==> src/rtl/fighter_sprite_animator.sv <==
// Animation engine for one fighter: pose/frame sequencing on vblank ticks, plus a
// registered sprite ROM address with an on-flag aligned to the ROM read data.
module fighter_sprite_animator #(
  parameter int SPR_W           = 64,
  parameter int SPR_H           = 96,
  parameter int NUM_POSES       = 4,
  parameter int FRAMES_PER_POSE = 4,
  parameter int TICKS_PER_FRAME = 6,
  parameter logic [NUM_POSES-1:0] LOOP_MASK = 4'b0001,
  parameter int ADDR_W          = 17,
  localparam int PW = (NUM_POSES > 1) ? $clog2(NUM_POSES) : 1,
  localparam int FW = (FRAMES_PER_POSE > 1) ? $clog2(FRAMES_PER_POSE) : 1
) (
  input  logic              vga_clk,
  input  logic              Reset,
  input  logic              frame_start,
  input  logic [PW-1:0]     pose_req,
  input  logic              pose_req_valid,
  input  logic              facing_left,
  input  logic [9:0]        RyuX,
  input  logic [9:0]        RyuY,
  input  logic [9:0]        DrawX,
  input  logic [9:0]        DrawY,
  input  logic              blank,
  output logic [ADDR_W-1:0] rom_addr,
  output logic              ryu_on,
  output logic [PW-1:0]     pose,
  output logic [FW-1:0]     frame,
  output logic              busy
);
  localparam int TW = (TICKS_PER_FRAME > 1) ? $clog2(TICKS_PER_FRAME) : 1;
  localparam logic [9:0] SW10 = 10'(SPR_W);
  localparam logic [9:0] SH10 = 10'(SPR_H);

  // busy is exactly (state == S_ONESHOT); it is the externally visible state.
  typedef enum logic {S_LOOP, S_ONESHOT} state_t;
  state_t state, state_n;

  logic [PW-1:0] pose_n, pend, pend_n, eff;
  logic [FW-1:0] frame_n;
  logic [TW-1:0] tick, tick_n;
  logic          pend_v, pend_v_n, busy_n;
  logic          req_ok, eff_v, eff_loops, last_tick, last_frame;
  logic          facing_l, in_spr, in_d;
  logic [9:0]    rx_l, ry_l, dx, dy, xo;
  logic [ADDR_W-1:0] addr_n;

  always_comb begin
    state_n    = state;
    pose_n     = pose;
    frame_n    = frame;
    tick_n     = tick;
    pend_n     = pend;
    pend_v_n   = pend_v;
    busy_n     = busy;
    req_ok     = pose_req_valid && (32'(pose_req) < NUM_POSES);
    eff_v      = req_ok || pend_v;
    eff        = req_ok ? pose_req : pend;
    eff_loops  = (eff == '0) || LOOP_MASK[eff];
    last_tick  = (32'(tick) == TICKS_PER_FRAME - 1);
    last_frame = (32'(frame) == FRAMES_PER_POSE - 1);
    if (req_ok) begin
      pend_n   = pose_req;
      pend_v_n = 1'b1;
    end
    if (frame_start) begin
      if (state == S_LOOP && eff_v && eff != pose) begin
        pose_n   = eff;
        frame_n  = '0;
        tick_n   = '0;
        pend_v_n = 1'b0;
        state_n  = eff_loops ? S_LOOP : S_ONESHOT;
        busy_n   = !eff_loops;
      end else begin
        // A request for the pose already looping is simply dropped.
        if (state == S_LOOP && eff_v) pend_v_n = 1'b0;
        if (!last_tick) begin
          tick_n = tick + 1'b1;
        end else begin
          tick_n = '0;
          if (!last_frame) begin
            frame_n = frame + 1'b1;
          end else begin
            frame_n = '0;
            if (state == S_ONESHOT) begin
              pose_n  = '0;
              state_n = S_LOOP;
              busy_n  = 1'b0;
            end
          end
        end
      end
    end
  end

  // Beam-relative coordinates; the ">=" terms keep negative offsets from wrapping in.
  always_comb begin
    dx     = DrawX - rx_l;
    dy     = DrawY - ry_l;
    in_spr = blank && (DrawX >= rx_l) && (dx < SW10) && (DrawY >= ry_l) && (dy < SH10);
    xo     = facing_l ? (SW10 - 10'd1 - dx) : dx;
    addr_n = (ADDR_W'(pose) * ADDR_W'(FRAMES_PER_POSE) + ADDR_W'(frame))
               * ADDR_W'(SPR_W * SPR_H)
           + ADDR_W'(dy) * ADDR_W'(SPR_W) + ADDR_W'(xo);
  end

  always_ff @(posedge vga_clk) begin
    if (Reset) begin
      state    <= S_LOOP;
      pose     <= '0;
      frame    <= '0;
      tick     <= '0;
      pend     <= '0;
      pend_v   <= 1'b0;
      busy     <= 1'b0;
      facing_l <= 1'b0;
      rx_l     <= '0;
      ry_l     <= '0;
      rom_addr <= '0;
      in_d     <= 1'b0;
      ryu_on   <= 1'b0;
    end else begin
      state    <= state_n;
      pose     <= pose_n;
      frame    <= frame_n;
      tick     <= tick_n;
      pend     <= pend_n;
      pend_v   <= pend_v_n;
      busy     <= busy_n;
      if (frame_start) begin
        facing_l <= facing_left;
        rx_l     <= RyuX;
        ry_l     <= RyuY;
      end
      rom_addr <= in_spr ? addr_n : '0;
      in_d     <= in_spr;
      ryu_on   <= in_d;
    end
  end
endmodule
==> config.mk <==
export PLATFORM = sky130hd
export DESIGN_NAME = fighter_sprite_animator
export DESIGN_NICKNAME = d
export VERILOG_FILES = /design/src/rtl/fighter_sprite_animator.sv
export SDC_FILE = /design/constraint.sdc
export NUM_CORES = 1
export LEC_CHECK = 0
export CORE_ASPECT_RATIO = 1.25
export CORE_UTILIZATION = 54
export CTS_BUF_LIST = sky130_fd_sc_hd__clkbuf_2 sky130_fd_sc_hd__clkbuf_4 sky130_fd_sc_hd__clkbuf_8
export DETAILED_ROUTE_END_ITERATION = 6
export PLACE_DENSITY = 0.83
export REMOVE_ABC_BUFFERS = 1
export SLEW_MARGIN = 10
export SYNTH_ARGS = -nofsm -noshare
export SYNTH_HDL_FRONTEND = slang
export SYNTH_SLANG_ARGS = --single-unit
==> constraint.sdc <==
create_clock -name vga_clk -period 5.5 [get_ports vga_clk]
set_input_delay 0.825 -clock vga_clk [delete_from_list [all_inputs] [get_ports vga_clk]]
set_output_delay 0.825 -clock vga_clk [all_outputs]
set_load 0.05 [all_outputs]
==> metrics.cfg, run 1 <==
[timing]
worst_pin_slew_ns=0.892
slew_violations=0
rsz0062_at_grt=no
fin_setup_tns_ns=0
fin_crit_sh=0.868
slew_headroom=0.405
fmax_mhz=210
setup_violations=0
hold_violations=0
fin_crit_ns=4.77
worst_hold_slack_ns=0.458
clock_skew_ns=0.0103

[synthesis]
ys_ff_latch=52
synthArstFlopShare=0
synth_edf_count=0
syn_inst=400
avgSynthCellArea_um2=8.69
synth-main-ff-cell=dfxtp_1
synth_area_mm2=0.00347
ys_warn_count=0
ys_seq_area_frac=0.300
netlist_top_cells_area=dfxtp_1 (30%), ha_1 (13%), mux2i_1 (7.8%), xnor2_1 (6.0%), nor2_1 (5.4%)
yosys.cell_types.count=55
yosys.area.top_type=dfxtp_1
yosys.area.top_type_share=0.300

[detailed_routing]
viasPerCell=5.37
num_vias=2960
firstDrtPassIters=5
drt-initial-drc-count=132
drc=0
antenna_left=0
wire_per_inst_um=13.3
wl_um=7320

[cells_and_area]
nFillCells=515
ff_latch_area_mm2=0.00104
drive_gt1_frac=0.0579
area_growth_pct=24.9
multiInputGateArea_mm2=0.00221
antennaDiodeCount=0
fin_nets=552

[status]
outcome=finished clean

[floorplan]
start_util=0.560
dieArea_mm2=0.00676
rows=32
core_area_mm2=0.00621
dieWidth_um=73.7
num_io_pins=71
die_y_um=91.7

[grt]
grt_pass1_wl_um=12600
grt_max_degree=36
antenna_found_initial=0
track_usage=0.234
grt_pass1_vias=2912
overflow=0

[placed_design]
gp_congestion=0.816
numPortBuffers=70
dpl.hpwl_um=5700

[worst_setup_path]
required_ns=5.67
end_kind=flop
r2r.worst_path.cells=19
crit_arrival_ns=4.94
path_class=in -> reg
startpoint_type=input port
path_max_fanout=4

[clock_network]
clockBufferDepth=2
cts_resized=0
postCtsSetupBuffers=0
cts_num_sinks=52
htreeDepth=2
clock-root-buffer=clkbuf_8
clkTransAtPathRegs_ns=0.10
numCtsBuffers=5
cts_tree=built
hold_buffers=0
clk-insertion-delay-late_ns=0.31

[power]
vdd_ir_drop_max_mv=0.136
power.total_mw=1.07
powerDensity_mw_per_mm2=247
p_leak_nw=1.81

[hold_path]
holdPathStages=1
hold_path_class=reg -> reg

[run]
maxCapViolations=0

[power breakdown]
group          total, mW  switching, mW  leakage (nW)  internal, mW
Clock              0.278          0.129        0.0614         0.149
Sequential         0.400         0.0104         0.424         0.390
Combinational      0.396          0.217          1.32         0.178
Total               1.07          0.356          1.81         0.717
[worst paths after layout]
| check | from | slack, ns | endpoint |
|---|---|---|---|
| setup / recovery | DrawX[0] | 0.73 | rom_addr[14]$_SDFF_PP0_ |
| hold / removal | in_d$_SDFF_PP0_ | 0.46 | ryu_on$_SDFF_PP0_ |
| setup reg to reg | rx_l[0]$_SDFFE_PP0P_ | 1.41 | rom_addr[14]$_SDFF_PP0_ |
| hold reg to reg | in_d$_SDFF_PP0_ | 0.46 | ryu_on$_SDFF_PP0_ |
[cell type report]
| type | count | area share |
|---|---|---|
| Sequential cell | 52 | 0.240 |
| Clock buffer | 6 | 0.0190 |
| Timing Repair Buffer | 73 | 0.167 |
| Inverter | 36 | 0.0311 |
| Tap cell | 85 | 0.0245 |
| Multi-Input combinational cell | 297 | 0.510 |
| Clock inverter | 2 | 0.00894 |
[metrics by stage]
| step | cells | worst slack, ns | util | cell area (um^2) |
|---|---|---|---|---|
| detailed placement | 543 | 0.455 | 0.680 | 4220 |
| floorplan | 385 | 1.24 | - | 3390 |
| CTS | 551 | 0.738 | 0.699 | 4340 |
| global placement | 543 | 0.561 | 0.680 | 4220 |
| finish | 551 | 0.727 | 0.699 | 4340 |
| global route | 551 | 0.447 | 0.699 | 4340 |
[flip-flops by register name (all words and copies together), names as in the netlist]
name and count:
tick 3, busy 1, pose 2, frame 2, ry_l 10, in_d 1
rx_l 10, ryu_on 1, rom_addr 17, facing_l 1, state 1, pend 2
pend_v 1
[critical path, stage by stage]
cell and delay [ns]:
clkdlybuf4s50_1 0.45, inv_1 0.04, ha_1 0.21, fa_1 0.40
nand2b_1 0.16, a21oi_1 0.30, a21o_1 0.17, a21oi_1 0.07
xnor2_1 0.23, inv_1 0.11, ha_1 0.18, nand2b_1 0.15
xnor2_1 0.16, ha_1 0.35, nor2b_1 0.17, o21ai_0 0.20
nand2_1 0.12, a21oi_1 0.29, nor3_1 0.09, a311oi_1 0.21
nor3_1 0.07
[layer usage]
metal,up-vias,part of all wire,track usage,wire length (um)
met5,-,0,0,0
met1,1380,0.42,0.276,3040
met4,0,0.014,0.0609,106
met3,11,0.037,0.0363,268
li1,1502,-,-,-
met2,67,0.53,0.430,3900
[Yosys cell counts, types with 2 or more instances]
| cell type | number |
|---|---|
| o21a_1 | 2 |
| o21ai_0 | 14 |
| nor2_1 | 50 |
| and3_1 | 2 |
| mux2i_1 | 27 |
| and2_1 | 3 |
| xnor2_1 | 24 |
| ha_1 | 35 |
| nor3_2 | 7 |
| nand2_1 | 17 |
| a31oi_1 | 2 |
| fa_1 | 4 |
| or2_1 | 2 |
| a21oi_1 | 25 |
| o211ai_1 | 3 |
| a22oi_1 | 5 |
| nand3_1 | 4 |
| mux2_2 | 2 |
| inv_1 | 36 |
| a21o_1 | 8 |
| dfxtp_1 | 52 |
| nand2b_1 | 3 |
| a211oi_1 | 3 |
| nand3b_1 | 2 |
| a2111oi_0 | 3 |
| xor2_1 | 7 |
| a21boi_1 | 2 |
| a311oi_1 | 2 |
| nor3_1 | 14 |
| clkbuf_1 | 10 |
| nor2b_1 | 6 |
[layout by cell type (no fill, tap or decap), types with 3 or more instances in the layout]
| cell | netlist | final |
|---|---|---|
| nand2_1 | 17 | 17 |
| and2_1 | 3 | 3 |
| a211oi_1 | 3 | 3 |
| buf_4 | 1 | 3 |
| nor3_1 | 14 | 14 |
| a22oi_1 | 5 | 5 |
| a21o_1 | 8 | 8 |
| xnor2_1 | 24 | 24 |
| mux2i_1 | 27 | 27 |
| dfxtp_1 | 52 | 52 |
| nor2b_1 | 6 | 6 |
| inv_1 | 36 | 36 |
| nand3_1 | 4 | 4 |
| xor2_1 | 7 | 7 |
| fa_1 | 4 | 4 |
| clkbuf_8 | 0 | 6 |
| o211ai_1 | 3 | 3 |
| nor2_1 | 50 | 50 |
| nor3_2 | 7 | 7 |
| ha_1 | 35 | 35 |
| nand2b_1 | 3 | 3 |
| a2111oi_0 | 3 | 3 |
| clkdlybuf4s50_1 | 0 | 70 |
| a21oi_1 | 25 | 25 |
| o21ai_0 | 14 | 14 |
[cells by family after synthesis]
logic type | after synthesis | synth area share
xor+xnor | 31 | 0.0781
simple gates | 120 | 0.180
flops | 52 | 0.300
mux | 29 | 0.0843
fa+ha+maj | 39 | 0.149
compound gates | 78 | 0.146
buf+inv | 51 | 0.0634
Power figures use the tool's default switching activity.
==> run 2, diff against run 1 <==
--- a/config.mk
+++ b/config.mk
@@ -9,6 +9,7 @@
 export CORE_UTILIZATION = 54
 export CTS_BUF_LIST = sky130_fd_sc_hd__clkbuf_2 sky130_fd_sc_hd__clkbuf_4 sky130_fd_sc_hd__clkbuf_8
 export DETAILED_ROUTE_END_ITERATION = 6
+export GPL_TIMING_DRIVEN = 0
 export PLACE_DENSITY = 0.83
 export REMOVE_ABC_BUFFERS = 1
 export SLEW_MARGIN = 10
==> run 2 against run 1 <==
  * Flip-flop and latch count is the same
  * Largest power group unchanged
  * Clock skew shrank 0.0041 ns
  * Setup slack lost 0.20 ns
  * Sequential power is essentially flat
  * Register-to-register slack lost 0.18 ns
  * Combinational power shrank 3%
  * Clock-buffer cell count shrank 1
  * Non-clock buffer count shrank 3
  * Power shrank 7.3%
  * Global-route usage shrank 2.1 points
==> metrics.cfg, run 2 (synthesis results as in run 1) <==
[run]
maxCapViolations=0

[placed_design]
numPortBuffers=70
gp_congestion=0.899
placed_cell_area_mm2=0.00419
dpl.hpwl_um=5250

[cells_and_area]
drive_gt1_frac=0.0541
finalInstanceArea_mm2=0.00427
fin_nets=549
final_common_cell=clkdlybuf4s50_1
final_cell_mix=clkdlybuf4s50_1 (68), dfxtp_1 (52), nor2_1 (50)
largest_register_ffs=17
antennaDiodeCount=0
top_register=rom_addr
area_growth_pct=22.8
top_regs=rom_addr x17, rx_l x10, ry_l x10

[hold_path]
hold_path_class=reg -> reg
min_from=in_d$_SDFF_PP0_

[grt]
antenna_found_initial=0
grt_pass1_vias=2732
grt_pass1_wl_um=11500
track_usage=0.213
overflow=0
grt_max_degree=36

[timing]
rsz0062_at_grt=no
fin_crit_sh=0.904
fmax_mhz=201
worst_hold_slack_ns=0.456
slew_headroom=0.292
fin_crit_ns=4.97
worst_pin_slew_ns=1.06
clock_skew_ns=0.00623
fin_setup_tns_ns=0
setup_violations=0
hold_violations=0
slew_violations=0

[detailed_routing]
firstDrtPassIters=4
viasPerCell=5.28
drt-initial-drc-count=154
drc=0
wire_per_inst_um=12.3
antenna_left=0
num_vias=2889
wl_um=6720

[worst_setup_path]
required_ns=5.69
critPathSlowestCell=nand4bb_1
cp_cell_sequence=clkdlybuf4s50_1 > inv_1 > ha_1 > fa_1 > nand2b_1 > a21oi_1 > a21o_1 > a21oi_1 > xnor2_1 > inv_1 > ha_1 > nand2_1 > nor2_1 > o21ai_0 > a2111oi_0 > nand4bb_1 > nor4_2
r2r_start=rx_l[0]$_SDFFE_PP0P_
startpoint_type=input port
max_stage_delay_ns=0.89
end_kind=flop
critPathLaunch=DrawX[0]
crit_arrival_ns=5.16
path_max_fanout=18
path_class=in -> reg

[floorplan]
num_io_pins=71
rows=32
die_y_um=91.7
start_util=0.560
dieWidth_um=73.7
core_area_mm2=0.00621
dieArea_mm2=0.00676

[clock_network]
clkTransAtPathRegs_ns=0.09
cts_resized=0
clock-root-buffer=clkbuf_8
clk-insertion-delay-late_ns=0.30
cts_num_sinks=52
cts_tree=built
numCtsBuffers=5
postCtsSetupBuffers=0
hold_buffers=0
htreeDepth=2
clockBufferDepth=2

[power]
p_leak_nw=1.77
vdd_ir_drop_max_mv=0.121
powerDensity_mw_per_mm2=233

[status]
outcome=finished clean

-- run 2: where the power goes --
group | leakage (nW) | internal (mW) | switching, mW | total (mW)
combinational | 1.31 | 0.175 | 0.210 | 0.385
sequential | 0.424 | 0.390 | 0.00990 | 0.400
clock | 0.0400 | 0.0865 | 0.124 | 0.211
total | 1.77 | 0.651 | 0.344 | 0.996
-- run 2: cell type report --
cell class	count	area, um^2
timing repair buffer	70	691
multi-input combinational	297	2210
tap	85	106
clock buffer	5	68.8
inverter	36	135
sequential	52	1040
clock inverter	2	12.5
fill	524	1940
-- run 2: path summary, 6_finish.rpt --
check / endpoint / slack, ns / cells past startpoint
max: rom_addr[8]$_SDFF_PP0_ / 0.53 / 17
min: ryu_on$_SDFF_PP0_ / 0.46 / 1
max reg2reg: rom_addr[8]$_SDFF_PP0_ / 1.23 / 15
min reg2reg: ryu_on$_SDFF_PP0_ / 0.46 / 1
-- run 2: per-stage QoR --
step / power, mW / utilization / std cells / setup WS [ns]
floorplan: 0.689 / - / 385 / 1.24
global placement: 0.778 / 0.676 / 540 / 0.285
detailed placement: 0.789 / 0.675 / 540 / 0.188
CTS: 1.00 / 0.689 / 547 / 0.466
global route: 1.06 / 0.688 / 547 / 0.104
finish: 0.996 / 0.688 / 547 / 0.529
-- run 2: metal layers --
| layer | up-vias | wire length, um | global-route usage | part of all wire |
|---|---|---|---|---|
| li1 | 1501 | - | - | - |
| met3 | 10 | 212 | 0.0341 | 0.032 |
| met2 | 59 | 3380 | 0.379 | 0.50 |
| met5 | - | 0 | 0 | 0 |
| met4 | 0 | 109 | 0.0705 | 0.016 |
| met1 | 1319 | 3020 | 0.253 | 0.45 |
-- run 2: critical path, delay by kind of cell --
| family | cells | cell delay [ns] |
|---|---|---|
| compound gates | 5 | 1.04 |
| simple gates | 5 | 1.77 |
| buf+inv | 3 | 0.60 |
| fa+ha+maj | 3 | 0.76 |
| xor+xnor | 1 | 0.17 |
